[config.mk]
export PLATFORM = sky130hd
export DESIGN_NAME = dmem_responder
export DESIGN_NICKNAME = d
export VERILOG_FILES = /design/src/rtl/dmem_responder_pkg.sv /design/src/rtl/wbuf_fifo.sv /design/src/rtl/dmem_responder.sv
export SDC_FILE = /design/constraint.sdc
export NUM_CORES = 2
export LEC_CHECK = 0
export CAP_MARGIN = 20
export CORE_UTILIZATION = 35
export DETAILED_ROUTE_END_ITERATION = 7
export PLACE_DENSITY_LB_ADDON = 0.15
export SKIP_LAST_GASP = 1
export SYNTH_ARGS = -nofsm -noshare
export SYNTH_HDL_FRONTEND = slang
export SYNTH_SLANG_ARGS = --single-unit
[constraint.sdc]
create_clock -name clk -period 5.2 [get_ports clk]
set_input_delay 0.78 -clock clk [delete_from_list [all_inputs] [get_ports clk]]
set_output_delay 0.78 -clock clk [all_outputs]
set_load 0.005 [all_outputs]
[src/rtl/dmem_responder_pkg.sv]
// dmem_responder_pkg: shared types for the data-memory responder.
//   mr_state_t : responder FSM state (idle / array read in flight / response cycle)
package dmem_responder_pkg;

    typedef enum logic [1:0] {
        MR_IDLE = 2'd0,
        MR_READ = 2'd1,
        MR_RESP = 2'd2
    } mr_state_t;

endpackage

[src/rtl/wbuf_fifo.sv]
// wbuf_fifo: circular store buffer with a combinational youngest-match lookup.
// Ports:
//   clk, rst              clock, asynchronous active-low reset
//   push/push_idx/push_data  enqueue an entry at the tail
//   pop                   dequeue the head entry
//   full, empty, count    occupancy (registered)
//   head_idx, head_data   oldest entry
//   lookup_idx            word index to search for
//   hit, hit_data         youngest valid entry whose index matches lookup_idx
module wbuf_fifo #(
    parameter int unsigned DEPTH  = 4,
    parameter int unsigned IDX_W  = 6,
    parameter int unsigned DWIDTH = 32
) (
    input  logic                     clk,
    input  logic                     rst,
    input  logic                     push,
    input  logic [IDX_W-1:0]         push_idx,
    input  logic [DWIDTH-1:0]        push_data,
    input  logic                     pop,
    output logic                     full,
    output logic                     empty,
    output logic [$clog2(DEPTH):0]   count,
    output logic [IDX_W-1:0]         head_idx,
    output logic [DWIDTH-1:0]        head_data,
    input  logic [IDX_W-1:0]         lookup_idx,
    output logic                     hit,
    output logic [DWIDTH-1:0]        hit_data
);

    localparam int unsigned PTR_W = $clog2(DEPTH);
    localparam int unsigned CNT_W = PTR_W + 1;

    logic [PTR_W-1:0]  wr_ptr_q, wr_ptr_d;
    logic [PTR_W-1:0]  rd_ptr_q, rd_ptr_d;
    logic [CNT_W-1:0]  count_q, count_d;
    logic [IDX_W-1:0]  idx_q  [DEPTH];
    logic [DWIDTH-1:0] data_q [DEPTH];

    assign full      = (count_q == CNT_W'(DEPTH));
    assign empty     = (count_q == '0);
    assign count     = count_q;
    assign head_idx  = idx_q[rd_ptr_q];
    assign head_data = data_q[rd_ptr_q];

    // Pointers are PTR_W bits wide and DEPTH is a power of two, so the
    // increments wrap modulo DEPTH without extra logic.
    always_comb begin
        wr_ptr_d = wr_ptr_q;
        rd_ptr_d = rd_ptr_q;
        count_d  = count_q;
        if (push) begin
            wr_ptr_d = wr_ptr_q + PTR_W'(1);
        end
        if (pop) begin
            rd_ptr_d = rd_ptr_q + PTR_W'(1);
        end
        unique case ({push, pop})
            2'b10:   count_d = count_q + CNT_W'(1);
            2'b01:   count_d = count_q - CNT_W'(1);
            default: count_d = count_q;
        endcase
    end

    always_ff @(posedge clk or negedge rst) begin
        if (!rst) begin
            wr_ptr_q <= '0;
            rd_ptr_q <= '0;
            count_q  <= '0;
        end else begin
            wr_ptr_q <= wr_ptr_d;
            rd_ptr_q <= rd_ptr_d;
            count_q  <= count_d;
        end
    end

    // Storage needs no reset: entries are only observed through count.
    always_ff @(posedge clk) begin
        if (push) begin
            idx_q[wr_ptr_q]  <= push_idx;
            data_q[wr_ptr_q] <= push_data;
        end
    end

    // Walk from oldest to youngest; a later match overrides an earlier one,
    // leaving the youngest matching entry in hit_data.
    always_comb begin
        logic [PTR_W-1:0] pos;
        hit      = 1'b0;
        hit_data = '0;
        pos      = '0;
        for (int unsigned k = 0; k < DEPTH; k++) begin
            pos = rd_ptr_q + PTR_W'(k);
            if ((k < 32'(count_q)) && (idx_q[pos] == lookup_idx)) begin
                hit      = 1'b1;
                hit_data = data_q[pos];
            end
        end
    end

endmodule

[src/rtl/dmem_responder.sv]
// dmem_responder: responder for MEM-stage data-memory loads and stores.
// Word array with a multi-cycle read latency, fronted by a write buffer that
// retires stores in one cycle and forwards buffered data to later loads.
// Ports:
//   clk, rst              clock, asynchronous active-low reset
//   req_valid, req_we     request present / store (1) or load (0)
//   req_addr, req_wdata   byte address, store data
//   req_ready             request accepted at this edge when req_valid & req_ready
//   stall                 req_valid & ~req_ready, consumed by hazard_ctrl
//   resp_valid            one-cycle load response pulse
//   resp_rdata            load data, valid with resp_valid
//   err                   one-cycle pulse for a misaligned or out-of-range request
module dmem_responder
    import dmem_responder_pkg::*;
#(
    parameter int unsigned MEM_SIZE   = 64,
    parameter int unsigned DWIDTH     = 32,
    parameter int unsigned LATENCY    = 3,
    parameter int unsigned WBUF_DEPTH = 4
) (
    input  logic              clk,
    input  logic              rst,
    input  logic              req_valid,
    input  logic              req_we,
    input  logic [DWIDTH-1:0] req_addr,
    input  logic [DWIDTH-1:0] req_wdata,
    output logic              req_ready,
    output logic              stall,
    output logic              resp_valid,
    output logic [DWIDTH-1:0] resp_rdata,
    output logic              err
);

    localparam int unsigned IDX_W   = $clog2(MEM_SIZE);
    localparam int unsigned LAT_W   = (LATENCY > 1) ? $clog2(LATENCY) : 1;
    localparam int unsigned WCNT_W  = $clog2(WBUF_DEPTH) + 1;

    mr_state_t         state_q, state_d;
    logic [LAT_W-1:0]  cnt_q, cnt_d;
    logic [IDX_W-1:0]  rd_idx_q, rd_idx_d;
    logic              resp_valid_q, resp_valid_d;
    logic [DWIDTH-1:0] resp_rdata_q, resp_rdata_d;
    logic              err_q, err_d;
    logic [DWIDTH-1:0] mem_q [MEM_SIZE];

    logic [IDX_W-1:0]  req_idx;
    logic              req_bad;
    logic              accept;

    logic              wb_push;
    logic              wb_pop;
    logic              wb_full;
    logic              wb_empty;
    logic [WCNT_W-1:0] wb_count;
    logic [IDX_W-1:0]  wb_head_idx;
    logic [DWIDTH-1:0] wb_head_data;
    logic              wb_hit;
    logic [DWIDTH-1:0] wb_hit_data;

    assign req_idx = req_addr[IDX_W+1:2];
    assign req_bad = (|req_addr[1:0]) | (|req_addr[DWIDTH-1:IDX_W+2]);

    // Registered occupancy only: a pop in the same cycle does not free a slot.
    assign req_ready = (state_q == MR_IDLE) & (~req_we | (wb_count < WCNT_W'(WBUF_DEPTH)));
    assign stall     = req_valid & ~req_ready;
    assign accept    = req_valid & req_ready;

    // The array read in MR_READ must see a stable array, so draining waits.
    assign wb_pop = ~wb_empty & (state_q != MR_READ);

    assign resp_valid = resp_valid_q;
    assign resp_rdata = resp_rdata_q;
    assign err        = err_q;

    wbuf_fifo #(
        .DEPTH  (WBUF_DEPTH),
        .IDX_W  (IDX_W),
        .DWIDTH (DWIDTH)
    ) u_wbuf (
        .clk        (clk),
        .rst        (rst),
        .push       (wb_push),
        .push_idx   (req_idx),
        .push_data  (req_wdata),
        .pop        (wb_pop),
        .full       (wb_full),
        .empty      (wb_empty),
        .count      (wb_count),
        .head_idx   (wb_head_idx),
        .head_data  (wb_head_data),
        .lookup_idx (req_idx),
        .hit        (wb_hit),
        .hit_data   (wb_hit_data)
    );

    always_comb begin
        state_d      = state_q;
        cnt_d        = cnt_q;
        rd_idx_d     = rd_idx_q;
        resp_valid_d = 1'b0;
        resp_rdata_d = resp_rdata_q;
        err_d        = 1'b0;
        wb_push      = 1'b0;
        unique case (state_q)
            MR_IDLE: begin
                if (accept) begin
                    if (req_bad) begin
                        err_d = 1'b1;
                        if (!req_we) begin
                            resp_rdata_d = '0;
                            resp_valid_d = 1'b1;
                            state_d      = MR_RESP;
                        end
                    end else if (req_we) begin
                        // wb_full is already excluded by req_ready; kept as a guard.
                        wb_push = ~wb_full;
                    end else if (wb_hit) begin
                        resp_rdata_d = wb_hit_data;
                        resp_valid_d = 1'b1;
                        state_d      = MR_RESP;
                    end else begin
                        cnt_d    = LAT_W'(LATENCY - 1);
                        rd_idx_d = req_idx;
                        state_d  = MR_READ;
                    end
                end
            end
            MR_READ: begin
                if (cnt_q == '0) begin
                    resp_rdata_d = mem_q[rd_idx_q];
                    resp_valid_d = 1'b1;
                    state_d      = MR_RESP;
                end else begin
                    cnt_d = cnt_q - LAT_W'(1);
                end
            end
            MR_RESP: begin
                state_d = MR_IDLE;
            end
            default: begin
                state_d = MR_IDLE;
            end
        endcase
    end

    always_ff @(posedge clk or negedge rst) begin
        if (!rst) begin
            state_q      <= MR_IDLE;
            cnt_q        <= '0;
            rd_idx_q     <= '0;
            resp_valid_q <= 1'b0;
            resp_rdata_q <= '0;
            err_q        <= 1'b0;
        end else begin
            state_q      <= state_d;
            cnt_q        <= cnt_d;
            rd_idx_q     <= rd_idx_d;
            resp_valid_q <= resp_valid_d;
            resp_rdata_q <= resp_rdata_d;
            err_q        <= err_d;
        end
    end

    always_ff @(posedge clk or negedge rst) begin
        if (!rst) begin
            for (int unsigned i = 0; i < MEM_SIZE; i++) begin
                mem_q[i] <= '0;
            end
        end else if (wb_pop) begin
            mem_q[wb_head_idx] <= wb_head_data;
        end
    end

endmodule
==> results_dict.tcl <==
set metrics [dict create \
    hold_depth 2 \
    clock_sinks 2251 \
    p_per_area_nw_per_um2 330 \
    drtAntennaViolNets 0 \
    ir_drop_uv 222 \
    numCtsBuffers 266 \
    place.gp.congestion 0.877 \
    initial_utilization 0.352 \
    r2r_slack_ns 0.62 \
    holdPathEnd "mem_q[312]" \
    ys_types 63 \
    worst_setup_path_end_kind "flop" \
    grt_pass1_wl_um 484000 \
    core_area_um2 282000 \
    crit_slowest_cell "dfrtp_4" \
    status "completed" \
    synth_nets 9483 \
    placed_cell_area_um2 105000 \
    numPortBuffers 103 \
    post-cts-setup-buffer-count 0 \
    fin_skew_ns 0.0619 \
    fp.dieH_um 535 \
    num_rows 195 \
    hpwl_um 199000 \
    grt_pass1_vias 70700 \
    ys_seq_area_frac 0.574 \
    synth.top_cell.area_share 0.528 \
    cts-resized-gates 0 \
    hold_violations 0 \
    leakage_uw 0.0464 \
    cts_hold_buffers 1 \
    wl_met1_um 152000 \
    drtIter0Drc 5561 \
    synth_edf_count 152 \
    timing.final.crit_share 0.880 \
    ys_top_cells_by_count "nand2_1, o21ai_0, dfrtp_1" \
    antenna_found_initial 22 \
    ios 104 \
    drv_cap 0 \
    path_common_cell "a31oi_1" \
    top_layer "met5" \
    slew_headroom 0.197 \
    cp_slowest_stage_delay_ns 1.14 \
    globalRouteTotalUtil 0.226 \
    cp.required_ns 5.88 \
    layout-drive-gt1-share 0.139 \
    grt_max_degree 157 \
    ys.flop_type "dfrtp_1" \
    setup_tns_ns 0 \
    yosysMostFrequentCell "nand2_1" \
    crit_chain "buf_12 > buf_4 > mux4_2 > a22oi_1 > a31oi_1 > nor3_1 > a31oi_1" \
    drc_errors 0 \
    wl_um 321000 \
    fin_crit_ns 4.58 \
    cts_root_buf "clkbuf_16" \
    crit_type "flop to flop" \
    synthTopCellsByArea "dfrtp_1, o21ai_0, mux4_2" \
    die_x_um 535 \
    worstMarginPinSlew_ns 1.20 \
    r2r_end "resp_rdata[29]" \
    syn2layout_area_growth_pct 14.5 \
    netlist_area_um2 99400 \
    cp_max_fo 41 \
    avgSynthCellArea_um2 10.6 \
    hold_start "mem_q[312]" \
    synthCells 9406 \
    drv_slew 0 \
    ys_seq_elements 2251 \
    fin_nets 9226 \
    worst_r2r_path_depth 7 \
    wl_met2_um 142000 \
    cts_tree "built" \
    gr-total-overflow 0 \
    wl_met3_um 15900 \
    die_area_um2 286000 \
    arrival_ns 5.25 \
    timing.fmax_ghz 0.219 \
    clk_latency_ns 0.85 \
    yosysTopAreaCell "dfrtp_1" \
    yosysWarnings 0 \
    rsz0062_at_grt "false" \
    vias 70500 \
    async_flop_share 0.932 \
    hold_class "flop to flop" \
    clockBufferDepth 4 \
    clkTransAtPathRegs_ns 0.06 \
    rr_startpoint "rd_idx_q[1]" \
    start_kind "flop" \
    fin_area_um2 114000 \
    wire_per_inst_um 24.5 \
    dr.pass1.iters 6 \
    setup_viol 0 \
    htreeDepth 5 \
    via_per_inst 5.39 \
]
==> sequential cells by signal, summed over array words and instances (netlist names) <==
name,cells
mem_q,2048
u_wbuf.data_q,128
resp_rdata,32
u_wbuf.idx_q,24
rd_idx_q,6
u_wbuf.count,3
cnt_q,2
state_q,2
u_wbuf.rd_ptr_q,2
u_wbuf.wr_ptr_q,2
err,1
resp_valid,1
==> how the worst max path moves through the flow <==
stage / to / from / slack [ns]
2_1_floorplan: u_wbuf.data_q[0][0] / req_addr[1] / 2.11
3_3_place_gp: resp_rdata[27] / rd_idx_q[0] / 0.69
3_5_place_dp: resp_rdata[27] / rd_idx_q[0] / 0.74
4_1_cts: resp_rdata[27] / rd_idx_q[0] / 0.71
5_1_grt: resp_rdata[29] / rd_idx_q[1] / 0.56
6_report: resp_rdata[29] / rd_idx_q[1] / 0.62
==> worst max-delay path: cells and delay by family (launching register included) <==
family / cells / cell delay [ns]
AO/OA/AOI/OAI: 3 / 1.21
flip-flops: 1 / 1.14
AND/OR/NAND/NOR: 1 / 0.85
buffers and inverters: 2 / 0.67
multiplexers: 1 / 0.33
==> kinds of logic (layout without fill, tap and decap cells) <==
group | Yosys count | after routing | synth area share
xor gates and xnor gates | 30 | 30 | 0.00264
muxes | 807 | 807 | 0.131
other | 0 | 10 | 0
DFF | 2251 | 2251 | 0.574
AOI/OAI and AO/OA | 2834 | 2834 | 0.154
buffers and inverters | 959 | 892 | 0.0371
and+or+nand+nor | 2516 | 2516 | 0.0991
adders and majority gates | 9 | 9 | 0.00113
==> layout by cell type (no fill, tap or decap), drive strengths merged, types with 5 or more instances in the layout <==
master	netlist	routed
nand2b	13	13
or3	24	24
o2111ai	16	16
mux4	387	387
buf	121	287
inv	42	49
nor2b	11	11
nor2	94	94
and3	5	5
nand4	5	5
o211ai	18	18
a211oi	5	5
edfxtp	152	152
nor3	42	42
nand3	31	31
nand2	2233	2233
xnor2	27	27
bufinv	0	19
dfrtp	2099	2099
a22oi	256	256
o21ai	2104	2104
a21oi	240	240
ha	9	9
a31oi	113	113
mux2	78	78
nor4	9	9
clkdlybuf4s50	0	102
and2	19	19
clkinv	1	51
mux2i	342	342
o22ai	32	32
or2	21	21
clkbuf	795	380
o211a	32	32
a211o	6	6
diode	0	10
==> metrics by stage <==
step | utilization | std cells | total power, uW | hold slack, ns | worst slack [ns]
5_1_grt | 0.403 | 13100 | 38900 | 0.487 | 0.563
3_3_place_gp | 0.373 | 12600 | 19300 | 0.456 | 0.691
6_report | 0.403 | 13100 | 37600 | 0.471 | 0.625
4_1_cts | 0.403 | 13100 | 38100 | 0.477 | 0.711
3_5_place_dp | 0.373 | 12600 | 19300 | 0.465 | 0.737
2_1_floorplan | - | 9406 | 18700 | 0.445 | 2.11
==> where the power goes <==
group / internal [uW] / leakage, uW / switching [uW]
combinational: 328 / 0.0117 / 562
sequential: 17900 / 0.0304 / 165
clock: 11200 / 0.00424 / 7440
==> cell type report <==
class | instances | area, um^2
Fill cell | 27100 | 168000
Sequential cell | 2251 | 57100
Multi-Input combinational cell | 6196 | 39300
Clock buffer | 379 | 7650
Tap cell | 3743 | 4680
Timing Repair Buffer | 391 | 3930
Clock inverter | 79 | 943
Inverter | 43 | 161
Antenna cell | 10 | 25.0
==> routing by layer <==
| layer | vias up | global-route usage |
|---|---|---|
| met5 | - | 0 |
| met3 | 480 | 0.0330 |
| li1 | 32400 | - |
| met2 | 1585 | 0.345 |
| met1 | 36000 | 0.330 |
| met4 | 14 | 0.0712 |
Power figures use the tool's default switching activity.
